### config.mk
export PLATFORM = sky130hd
export DESIGN_NAME = perf_event_monitor
export DESIGN_NICKNAME = d
export VERILOG_FILES = /design/src/rtl/perf_event_monitor_pkg.sv /design/src/rtl/perf_event_monitor_counter.sv /design/src/rtl/perf_event_monitor.sv
export SDC_FILE = /design/constraint.sdc
export NUM_CORES = 2
export LEC_CHECK = 0
export CAP_MARGIN = 0
export CORE_UTILIZATION = 50
export DETAILED_ROUTE_END_ITERATION = 8
export HOLD_SLACK_MARGIN = 0.15
export PLACE_DENSITY = 0.68
export SLEW_MARGIN = 15
export SYNTH_ARGS = -nofsm -noshare
export SYNTH_HDL_FRONTEND = slang
export SYNTH_SLANG_ARGS = --single-unit
### constraint.sdc
create_clock -name clk -period 5.4 [get_ports clk]
set_input_delay 0.81 -clock clk [delete_from_list [all_inputs] [get_ports clk]]
set_output_delay 0.81 -clock clk [all_outputs]
set_load 0.02 [all_outputs]
### src/rtl/perf_event_monitor_pkg.sv
`default_nettype none
// ============================================================================
// Module   : perf_pkg
// Brief    : Shared constants and helpers for the performance-event monitor.
// Revision : 1.0 - initial release
// ============================================================================
package perf_pkg;

    localparam int NUM_CNT = 6;

    localparam logic [2:0] ADDR_CYC   = 3'd0;
    localparam logic [2:0] ADDR_INST  = 3'd1;
    localparam logic [2:0] ADDR_BR    = 3'd2;
    localparam logic [2:0] ADDR_MISP  = 3'd3;
    localparam logic [2:0] ADDR_FLUSH = 3'd4;
    localparam logic [2:0] ADDR_STALL = 3'd5;
    localparam logic [2:0] ADDR_OVF   = 3'd6;
    localparam logic [2:0] ADDR_ID    = 3'd7;

    localparam logic [31:0] PERF_ID = 32'h5045_5246;

    // Number of valid issue slots; a zero instruction word marks an empty slot.
    function automatic logic [1:0] slot_count(input logic [31:0] instr_a,
                                              input logic [31:0] instr_b);
        return {1'b0, (instr_a != 32'd0)} + {1'b0, (instr_b != 32'd0)};
    endfunction

endpackage
`default_nettype wire

### src/rtl/perf_event_monitor_counter.sv
`default_nettype none
// ============================================================================
// Module   : perf_counter
// Brief    : One live event counter with sticky wrap flag and snapshot shadow.
// Revision : 1.0 - initial release
// ============================================================================
module perf_counter #(
    parameter int CNT_W = 64
) (
    input  logic             clk,
    input  logic             Reset,
    input  logic             clear,
    input  logic [1:0]       inc,
    input  logic             snap,
    output logic [CNT_W-1:0] live,
    output logic [CNT_W-1:0] shadow,
    output logic             ovf,
    output logic             ovf_shadow
);

    logic [CNT_W-1:0] r_live_q;
    logic [CNT_W-1:0] w_live_d;
    logic [CNT_W-1:0] r_shadow_q;
    logic [CNT_W-1:0] w_shadow_d;
    logic             r_ovf_q;
    logic             w_ovf_d;
    logic             r_ovf_shadow_q;
    logic             w_ovf_shadow_d;
    logic [CNT_W:0]   w_sum;

    // The extra sum bit is the wrap indication, which also covers the +2 case.
    always_comb begin
        w_sum          = {1'b0, r_live_q} + {{(CNT_W-1){1'b0}}, inc};
        w_live_d       = w_sum[CNT_W-1:0];
        w_ovf_d        = r_ovf_q | w_sum[CNT_W];
        if (clear) begin
            w_live_d = '0;
            w_ovf_d  = 1'b0;
        end
        w_shadow_d     = snap ? r_live_q : r_shadow_q;
        w_ovf_shadow_d = snap ? r_ovf_q  : r_ovf_shadow_q;
    end

    always_ff @(posedge clk) begin
        if (Reset) begin
            r_live_q       <= '0;
            r_shadow_q     <= '0;
            r_ovf_q        <= 1'b0;
            r_ovf_shadow_q <= 1'b0;
        end else begin
            r_live_q       <= w_live_d;
            r_shadow_q     <= w_shadow_d;
            r_ovf_q        <= w_ovf_d;
            r_ovf_shadow_q <= w_ovf_shadow_d;
        end
    end

    assign live       = r_live_q;
    assign shadow     = r_shadow_q;
    assign ovf        = r_ovf_q;
    assign ovf_shadow = r_ovf_shadow_q;

endmodule
`default_nettype wire

### src/rtl/perf_event_monitor.sv
`default_nettype none
// ============================================================================
// Module   : perf_event_monitor
// Brief    : Pipeline event counters with atomic snapshot and registered reads.
// Revision : 1.0 - initial release
// ============================================================================
module perf_event_monitor #(
    parameter int CNT_W = 64
) (
    input  logic             clk,
    input  logic             Reset,
    input  logic             count_en,
    input  logic             clear,
    input  logic             snapshot,
    input  logic [31:0]      instruction_0,
    input  logic [31:0]      instruction_1,
    input  logic             Branch_EX,
    input  logic             falseTaken,
    input  logic             falseNotTaken,
    input  logic             Flush,
    input  logic             hazard_detected,
    input  logic             rd_en,
    input  logic [2:0]       rd_addr,
    output logic             rd_valid,
    output logic [CNT_W-1:0] rd_data
);
    import perf_pkg::*;

    localparam logic [63:0] c_id_ext = {32'd0, PERF_ID};

    logic [1:0]         w_inc [NUM_CNT];
    logic [CNT_W-1:0]   w_live [NUM_CNT];
    logic [CNT_W-1:0]   w_shadow [NUM_CNT];
    logic [NUM_CNT-1:0] w_ovf;
    logic [NUM_CNT-1:0] w_ovf_shadow;
    logic [NUM_CNT-1:0] w_unused_live;
    logic [CNT_W-1:0]   w_id;
    logic [CNT_W-1:0]   w_ovf_ext;

    logic               r_rd_valid_q;
    logic               w_rd_valid_d;
    logic [CNT_W-1:0]   r_rd_data_q;
    logic [CNT_W-1:0]   w_rd_data_d;

    always_comb begin
        for (int i = 0; i < NUM_CNT; i++) begin
            w_inc[i] = 2'd0;
        end
        if (count_en) begin
            w_inc[ADDR_CYC]   = 2'd1;
            w_inc[ADDR_INST]  = slot_count(instruction_0, instruction_1);
            w_inc[ADDR_BR]    = {1'b0, Branch_EX};
            w_inc[ADDR_MISP]  = {1'b0, Branch_EX & (falseTaken | falseNotTaken)};
            w_inc[ADDR_FLUSH] = {1'b0, Flush};
            w_inc[ADDR_STALL] = {1'b0, hazard_detected};
        end
    end

    generate
        for (genvar gi = 0; gi < NUM_CNT; gi++) begin : g_cnt
            perf_counter #(
                .CNT_W (CNT_W)
            ) u_cnt (
                .clk        (clk),
                .Reset      (Reset),
                .clear      (clear),
                .inc        (w_inc[gi]),
                .snap       (snapshot),
                .live       (w_live[gi]),
                .shadow     (w_shadow[gi]),
                .ovf        (w_ovf[gi]),
                .ovf_shadow (w_ovf_shadow[gi])
            );
            // Live values are only observable through the shadows.
            assign w_unused_live[gi] = (^w_live[gi]) ^ w_ovf[gi];
        end
    endgenerate

    assign w_id      = c_id_ext[CNT_W-1:0];
    assign w_ovf_ext = {{(CNT_W-NUM_CNT){1'b0}}, w_ovf_shadow};

    always_comb begin
        w_rd_valid_d = rd_en;
        w_rd_data_d  = r_rd_data_q;
        if (rd_en) begin
            case (rd_addr)
                ADDR_CYC:   w_rd_data_d = w_shadow[0];
                ADDR_INST:  w_rd_data_d = w_shadow[1];
                ADDR_BR:    w_rd_data_d = w_shadow[2];
                ADDR_MISP:  w_rd_data_d = w_shadow[3];
                ADDR_FLUSH: w_rd_data_d = w_shadow[4];
                ADDR_STALL: w_rd_data_d = w_shadow[5];
                ADDR_OVF:   w_rd_data_d = w_ovf_ext;
                default:    w_rd_data_d = w_id;
            endcase
        end
    end

    always_ff @(posedge clk) begin
        if (Reset) begin
            r_rd_valid_q <= 1'b0;
            r_rd_data_q  <= '0;
        end else begin
            r_rd_valid_q <= w_rd_valid_d;
            r_rd_data_q  <= w_rd_data_d;
        end
    end

    assign rd_valid = r_rd_valid_q;
    assign rd_data  = r_rd_data_q;

endmodule
`default_nettype wire

==> Word level (Yosys, flattened, before mapping) <==
Index checks and enable logic that the tools add are counted.
Widths: inputs -> output; s select.
{ "classes": {"add_sub_neg": 7, "eq_ne": 6, "n_mux": 2, "bitwise_logic": 8, "n_reduce_logical": 4} }
{ "op_table": {"columns": ["cell", "n"], "rows": [
  ["$pmux 64 s7", 1],
  ["$add 64x2->65", 5],
  ["$add 64x1->65", 1],
  ["$reduce_bool 32->1", 2],
  ["$mux 11", 1],
  ["$eq 3x3->1 const B", 3],
  ["$or 1x1->1", 7],
  ["$eq 3x2->1 const B", 2],
  ["$eq 3x1->1 const B", 1],
  ["$logic_not 3->1", 1],
  ["$add 1x1->2", 1],
  ["$reduce_or 2->1", 1],
  ["$and 1x1->1", 1]
]} }
{ "totals": {"reg_bits": 845, "input_bits": 78, "elab_cells": 53} }

==> Longest topological paths before layout <==
{ "logic_depth": {"depth_word": 5, "ltp_mapped": 14, "ltp_nobuf": 13} }

==> By module <==
Synthesis repeated with hierarchy kept, for this count alone.
{ "unflattened": {"hier_cells": 4148, "area_unflattened_um2": 37918.9} }
{ "by_module_without_submodules": {"columns": ["mod", "instances", "cells_each", "area_each_um2", "seq_area_each_um2"], "rows": [
  ["perf_counter", 6, 583, 5418.9, 2602.5],
  ["perf_event_monitor", 1, 650, 5405.2, 1301.2]
]} }

==> Worst setup path after synthesis <==
OpenSTA, ideal clock, no wires.
{ "synth_path": {"path_type": "input to register", "from": "in instruction_0[24]", "to": "reg g_cnt[1].u_cnt.r_live_q[48]", "setup_ns": 0.070, "arrival_ns": 4.150, "setup_slack_ns": 1.180, "stages": 14, "n_path_buf": 1, "path_cell_list": "nor4_1 -> nand4_1 -> or2_2 -> ha_1 -> and2_1 -> ha_1 -> inv_1 -> fa_1 -> and4b_1 -> nand4_1 -> or4_1 -> clkbuf_1 -> or3_1 -> a21oi_1"} }
{ "synth_via": {"elab_chain_len": 4} }
{ "synth_rtl": {"columns": ["item", "line", "source"], "rows": [
  ["start, declared", "perf_event_monitor.sv:15", "input logic [31:0] instruction_0,"],
  ["$reduce_bool 32->1", "perf_event_monitor_pkg.sv:25", "return {1'b0, (instr_a != 32'd0)} + {1'b0, (instr_b != 32'd0)};"],
  ["$add 1x1->2", "perf_event_monitor_pkg.sv:25", null],
  ["$mux 11", "perf_event_monitor.sv:49", "if (count_en) begin"],
  ["$add 64x2->65", "perf_event_monitor_counter.sv:33", "w_sum = {1'b0, r_live_q} + {{(CNT_W-1){1'b0}}, inc};"],
  ["end signal, assigned", "perf_event_monitor_counter.sv:51", "r_live_q <= w_live_d;"],
  ["end, declared", "perf_event_monitor_counter.sv:21", "logic [CNT_W-1:0] r_live_q;"]
]} }
No other way between the ends.
A chain may end at the register's enable or synchronous reset.

==> Worst setup path in the final report <==
{ "layout_path": {"from": "in instruction_0[9]", "to": "reg g_cnt[1].u_cnt.r_live_q[48]"} }
The elaborated chain is that of the path after synthesis.

==> metrics list <==
- Maximum fanout along the worst path: 7
* Synth Cell Area: 36100 sq um
- The most used flip-flop cell after synthesis is sky130_fd_sc_hd__dfxtp_1.
- Synthesized area per cell: 8.90 sq um
- The worst setup path is launched from an input port.
- Critical path class: in2reg
* Pwr/cell area: 314 nW/um^2
- Cell count after synthesis: 4055
- Total Routed Length: 107 mm
- Routability-driven placement finished with a final weighted congestion of 0.941.
- In this run the remaining antenna-violating nets after routing total 0.
- Final Slew Violations: 0
- Buffer cell driving the clock tree root: sky130_fd_sc_hd__clkbuf_16
- The number of different library cells used by synthesis comes to 60.
- STA puts the critical path data required time at 5.96 ns.
* Top-level I/O count: 143
* Pint: 10.2 mW
- The run finished with clean final reports.
- Total buffers and inverters traversed by the critical path: 2
- Inserted Clock Buffers: 87
- The number of hold buffers added after CTS was 0.
* Hold crit path type: reg2reg
- Maximum clock path buffer count: 3
- The die covers 73300 sq um.
* Final count of negative-setup-slack endpoints: 0
- The count of buffers added on input and output ports is 142.
- Resized cells post-CTS: 0
* Final routed wire length divided by cell count: 20.8 um
- Highest ir drop seen on vdd: 239 uV
- Switching power of the nets: 2.83 mW
- Switching Share: 21.8%
* Transition at the pin with the smallest max-transition slack: 1.02 ns
- Fraction of synthesis flops using an asynchronous set or reset pin: 0%
* Initial cell density of the core: 50.5%
- For this run, the detailed router's first-pass iteration total came to 6.
- STA classifies the critical path endpoint as a flop.
- The critical path goes through clkdlybuf4s50_1 -> nor4_1 -> nand4_1 -> or2_2 -> ha_1 -> and2_1 -> ha_1 -> inv_1 -> fa_1 -> and4b_1 -> nand4_1 -> or4_1 -> or3_1 -> a21oi_1.
- Seq pwr share: 48.1%
- Final hold analysis gives a worst-case slack of 0.463 ns.
- Static timing analysis puts the maximum clock frequency at 225 MHz.
- Final HPWL DP: 75.3 mm
* TritonCTS clock tree: yes
- H-tree levels: 3
- For this run, design rule violations remaining after detail routing come to 0.
- First-pass GRT wire length: 164 mm
* Fraction of layout cells with a size suffix above 1: 5.54%
- Leakage: 14.1 nW
* Clock latency at the later pin of the worst-skew pair: 0.64 ns
- Measured against its own limit, the worst slew margin works out to 31.1%.
- Setup repair after global routing left no endpoint under its margin.
- Signed area change from the synthesized netlist to the final layout: 14.8%
- Number of buffers inserted to repair setup after CTS: 0
- Number of DRC markers after the initial detailed-route iteration: 2905
- Synthesized net count: 4147
- Post-layout net count: 4197
* Clock transition at the registers of the reported paths: 0.06 ns
- The final hold violation count was 0.
- Counting I/O delays and the setup requirement, the final critical path takes 4.45 ns.
- Post-route setup TNS: 0 ns
- The synthesized design contains 845 register bits.
* Cell type of the slowest stage on the worst timing path: sky130_fd_sc_hd__or4_1
* GR Overflow Total: 0
- Number of antenna violations at the first check in global routing: 1
* Overall track demand over capacity in global routing: 28.4%
- Maximum number of pins on one net before global-route repair: 148
- Data on the critical path arrives at its endpoint at 5.01 ns.
* Sequential cell area fraction in the yosys report: 46.8%
- Vertical die dimension: 271 um
* Fraction of the cycle the final worst path needs: 82.4%
- Per-cell via count in the routed design: 5.96
- Broken down by cell family, the worst path's largest delay share belongs to simple AND/OR/NAND/NOR gates.
- Via count of the first global-routing pass: 28.0k
* Share of total power in combinational logic: 3.6%
- Number of maximum-capacitance constraint violations: 0
- Yosys mapped a number of flops with a built-in enable equal to 0.
- Floorplan die width: 271 um
* Clock Power Share: 48.3%
* Max Clock Skew: 0.0231 ns
- Core Footprint: 71500 sq um
* Via total after detailed routing: 30.6k
- The floorplan has 98 rows.
* Yosys warns: 0
* Clock Sink Count: 845
- Critical Path Max Stage Delay: 0.67 ns
final cells by class:
class	count	area (sq um)
multi-input combinational	2928	18200
clock inverter	24	350
clock buffer	133	2660
sequential	845	16900
tap	950	1190
antenna	1	2.50
inverter	45	169
timing repair buffer	198	1980
fill	6378	30000
cells by family (layout without fill, tap and decap cells):
logic type                 Yosys count  in the layout  synth area share, %
AOI/OAI and AO/OA                  646            646                 11.1
xor gates and xnor gates           207            207                 5.02
adders and majority gates           14             14                0.506
buffers and inverters              282            400                 2.95
DFF                                845            845                 46.8
muxes                              395            395                 11.0
other                                0              1                    0
and+or+nand+nor                   1666           1666                 22.6
state kept, by name (all words and copies together) (netlist names):
register	count
rd_valid	1
g_cnt.u_cnt.ovf	6
g_cnt.u_cnt.ovf_shadow	6
rd_data	64
g_cnt.u_cnt.shadow	384
g_cnt.u_cnt.live	384
per-stage QoR:
| step | total power, mW | utilization, % | setup WS, ns | instance area [sq um] | cells |
|---|---|---|---|---|---|
| detailed placement | 6.85 | 53.8 | 0.329 | 38400 | 4966 |
| finish | 13.0 | 58.0 | 0.953 | 41400 | 5124 |
| CTS | 13.1 | 58.0 | 0.946 | 41400 | 5123 |
| global placement | 6.85 | 53.8 | 0.357 | 38400 | 4966 |
| global route | 13.4 | 58.0 | 0.731 | 41400 | 5123 |
| floorplan | 6.67 | - | 1.18 | 36100 | 4055 |
routing by layer:
layer	track usage (%)	share of wire [%]	vias up
li1	-	-	14692
met2	43.0	44	973
met5	0	0.012	-
met4	8.53	2.4	2
met3	4.73	7.4	152
met1	41.3	46	14743
synthesized netlist by cell type (3+ instances only):
cell type / count / area share, %
sky130_fd_sc_hd__and4_1: 27 / 0.65
sky130_fd_sc_hd__o21a_1: 14 / 0.29
sky130_fd_sc_hd__and2_1: 29 / 0.50
sky130_fd_sc_hd__mux2i_1: 393 / 11
sky130_fd_sc_hd__clkbuf_1: 188 / 2.0
sky130_fd_sc_hd__a22o_1: 11 / 0.27
sky130_fd_sc_hd__and3_1: 38 / 0.66
sky130_fd_sc_hd__nor2b_1: 3 / 0.052
sky130_fd_sc_hd__or3_1: 122 / 2.1
sky130_fd_sc_hd__inv_1: 44 / 0.46
sky130_fd_sc_hd__a22oi_1: 155 / 3.2
sky130_fd_sc_hd__nor2_1: 723 / 7.5
sky130_fd_sc_hd__xnor2_1: 95 / 2.3
sky130_fd_sc_hd__a31oi_1: 50 / 0.87
sky130_fd_sc_hd__nor4_2: 4 / 0.14
sky130_fd_sc_hd__o41ai_1: 3 / 0.073
sky130_fd_sc_hd__nand2_1: 168 / 1.7
sky130_fd_sc_hd__a221oi_1: 20 / 0.49
sky130_fd_sc_hd__nor3_1: 58 / 0.80
sky130_fd_sc_hd__or4_1: 54 / 1.1
sky130_fd_sc_hd__nand3_1: 168 / 2.3
sky130_fd_sc_hd__nor4_1: 83 / 1.4
sky130_fd_sc_hd__dfxtp_1: 845 / 47
sky130_fd_sc_hd__nor4b_1: 5 / 0.12
sky130_fd_sc_hd__or2_2: 8 / 0.14
sky130_fd_sc_hd__o31ai_1: 37 / 0.77
sky130_fd_sc_hd__a21oi_1: 214 / 3.0
sky130_fd_sc_hd__a31o_2: 4 / 0.097
sky130_fd_sc_hd__ha_1: 13 / 0.45
sky130_fd_sc_hd__nand4_1: 147 / 2.5
sky130_fd_sc_hd__o21ai_0: 119 / 1.6
sky130_fd_sc_hd__nand4b_1: 5 / 0.12
sky130_fd_sc_hd__nand2b_1: 5 / 0.087
sky130_fd_sc_hd__a211oi_1: 9 / 0.19
sky130_fd_sc_hd__buf_1: 48 / 0.50
sky130_fd_sc_hd__nor3b_1: 4 / 0.083
sky130_fd_sc_hd__xor2_1: 112 / 2.7
cell usage in the layout (no fill, tap or decap), types with 14 or more instances in the layout:
cell / n
sky130_fd_sc_hd__a21oi_1: 214
sky130_fd_sc_hd__a221oi_1: 20
sky130_fd_sc_hd__a22oi_1: 155
sky130_fd_sc_hd__a31oi_1: 50
sky130_fd_sc_hd__and2_1: 29
sky130_fd_sc_hd__and3_1: 38
sky130_fd_sc_hd__and4_1: 27
sky130_fd_sc_hd__buf_4: 46
sky130_fd_sc_hd__clkbuf_1: 20
sky130_fd_sc_hd__clkbuf_16: 91
sky130_fd_sc_hd__clkbuf_8: 22
sky130_fd_sc_hd__clkdlybuf4s50_1: 140
sky130_fd_sc_hd__dfxtp_1: 845
sky130_fd_sc_hd__inv_1: 44
sky130_fd_sc_hd__mux2i_1: 393
sky130_fd_sc_hd__nand2_1: 167
sky130_fd_sc_hd__nand3_1: 168
sky130_fd_sc_hd__nand4_1: 147
sky130_fd_sc_hd__nor2_1: 722
sky130_fd_sc_hd__nor3_1: 57
sky130_fd_sc_hd__nor4_1: 80
sky130_fd_sc_hd__o21a_1: 14
sky130_fd_sc_hd__o21ai_0: 119
sky130_fd_sc_hd__o31ai_1: 37
sky130_fd_sc_hd__or3_1: 122
sky130_fd_sc_hd__or4_1: 54
sky130_fd_sc_hd__xnor2_1: 95
sky130_fd_sc_hd__xor2_1: 112
worst reg2reg max path, delay by kind of cell, from the launching register on:
kind	cells	cell delay, ns
AND/OR/NAND/NOR	4	2.45
flip-flops	1	0.43
AO/OA/AOI/OAI	1	0.15
path summary, 6_finish.rpt:
path                                        startpoint                      end  slack (ns)  cells after the start
worst max-delay path                  instruction_0[9]  g_cnt[1].u_cnt.live[48]        0.95                     14
worst min-delay path                        rd_data[0]               rd_data[0]        0.46                      2
worst max register to register  g_cnt[5].u_cnt.live[5]  g_cnt[5].u_cnt.live[53]        2.31                      5
worst min register to register              rd_data[0]               rd_data[0]        0.46                      2
power groups by stage:
stage               clock network (mW)  logic [mW]  registers [mW]
global route                      6.63       0.488            6.25
CTS                               6.37       0.463            6.25
global placement                     0       0.462            6.39
finish                            6.29       0.467            6.25
floorplan                            0       0.278            6.39
detailed placement                   0       0.463            6.39
Note: power is estimated with default switching activity, not from simulation.
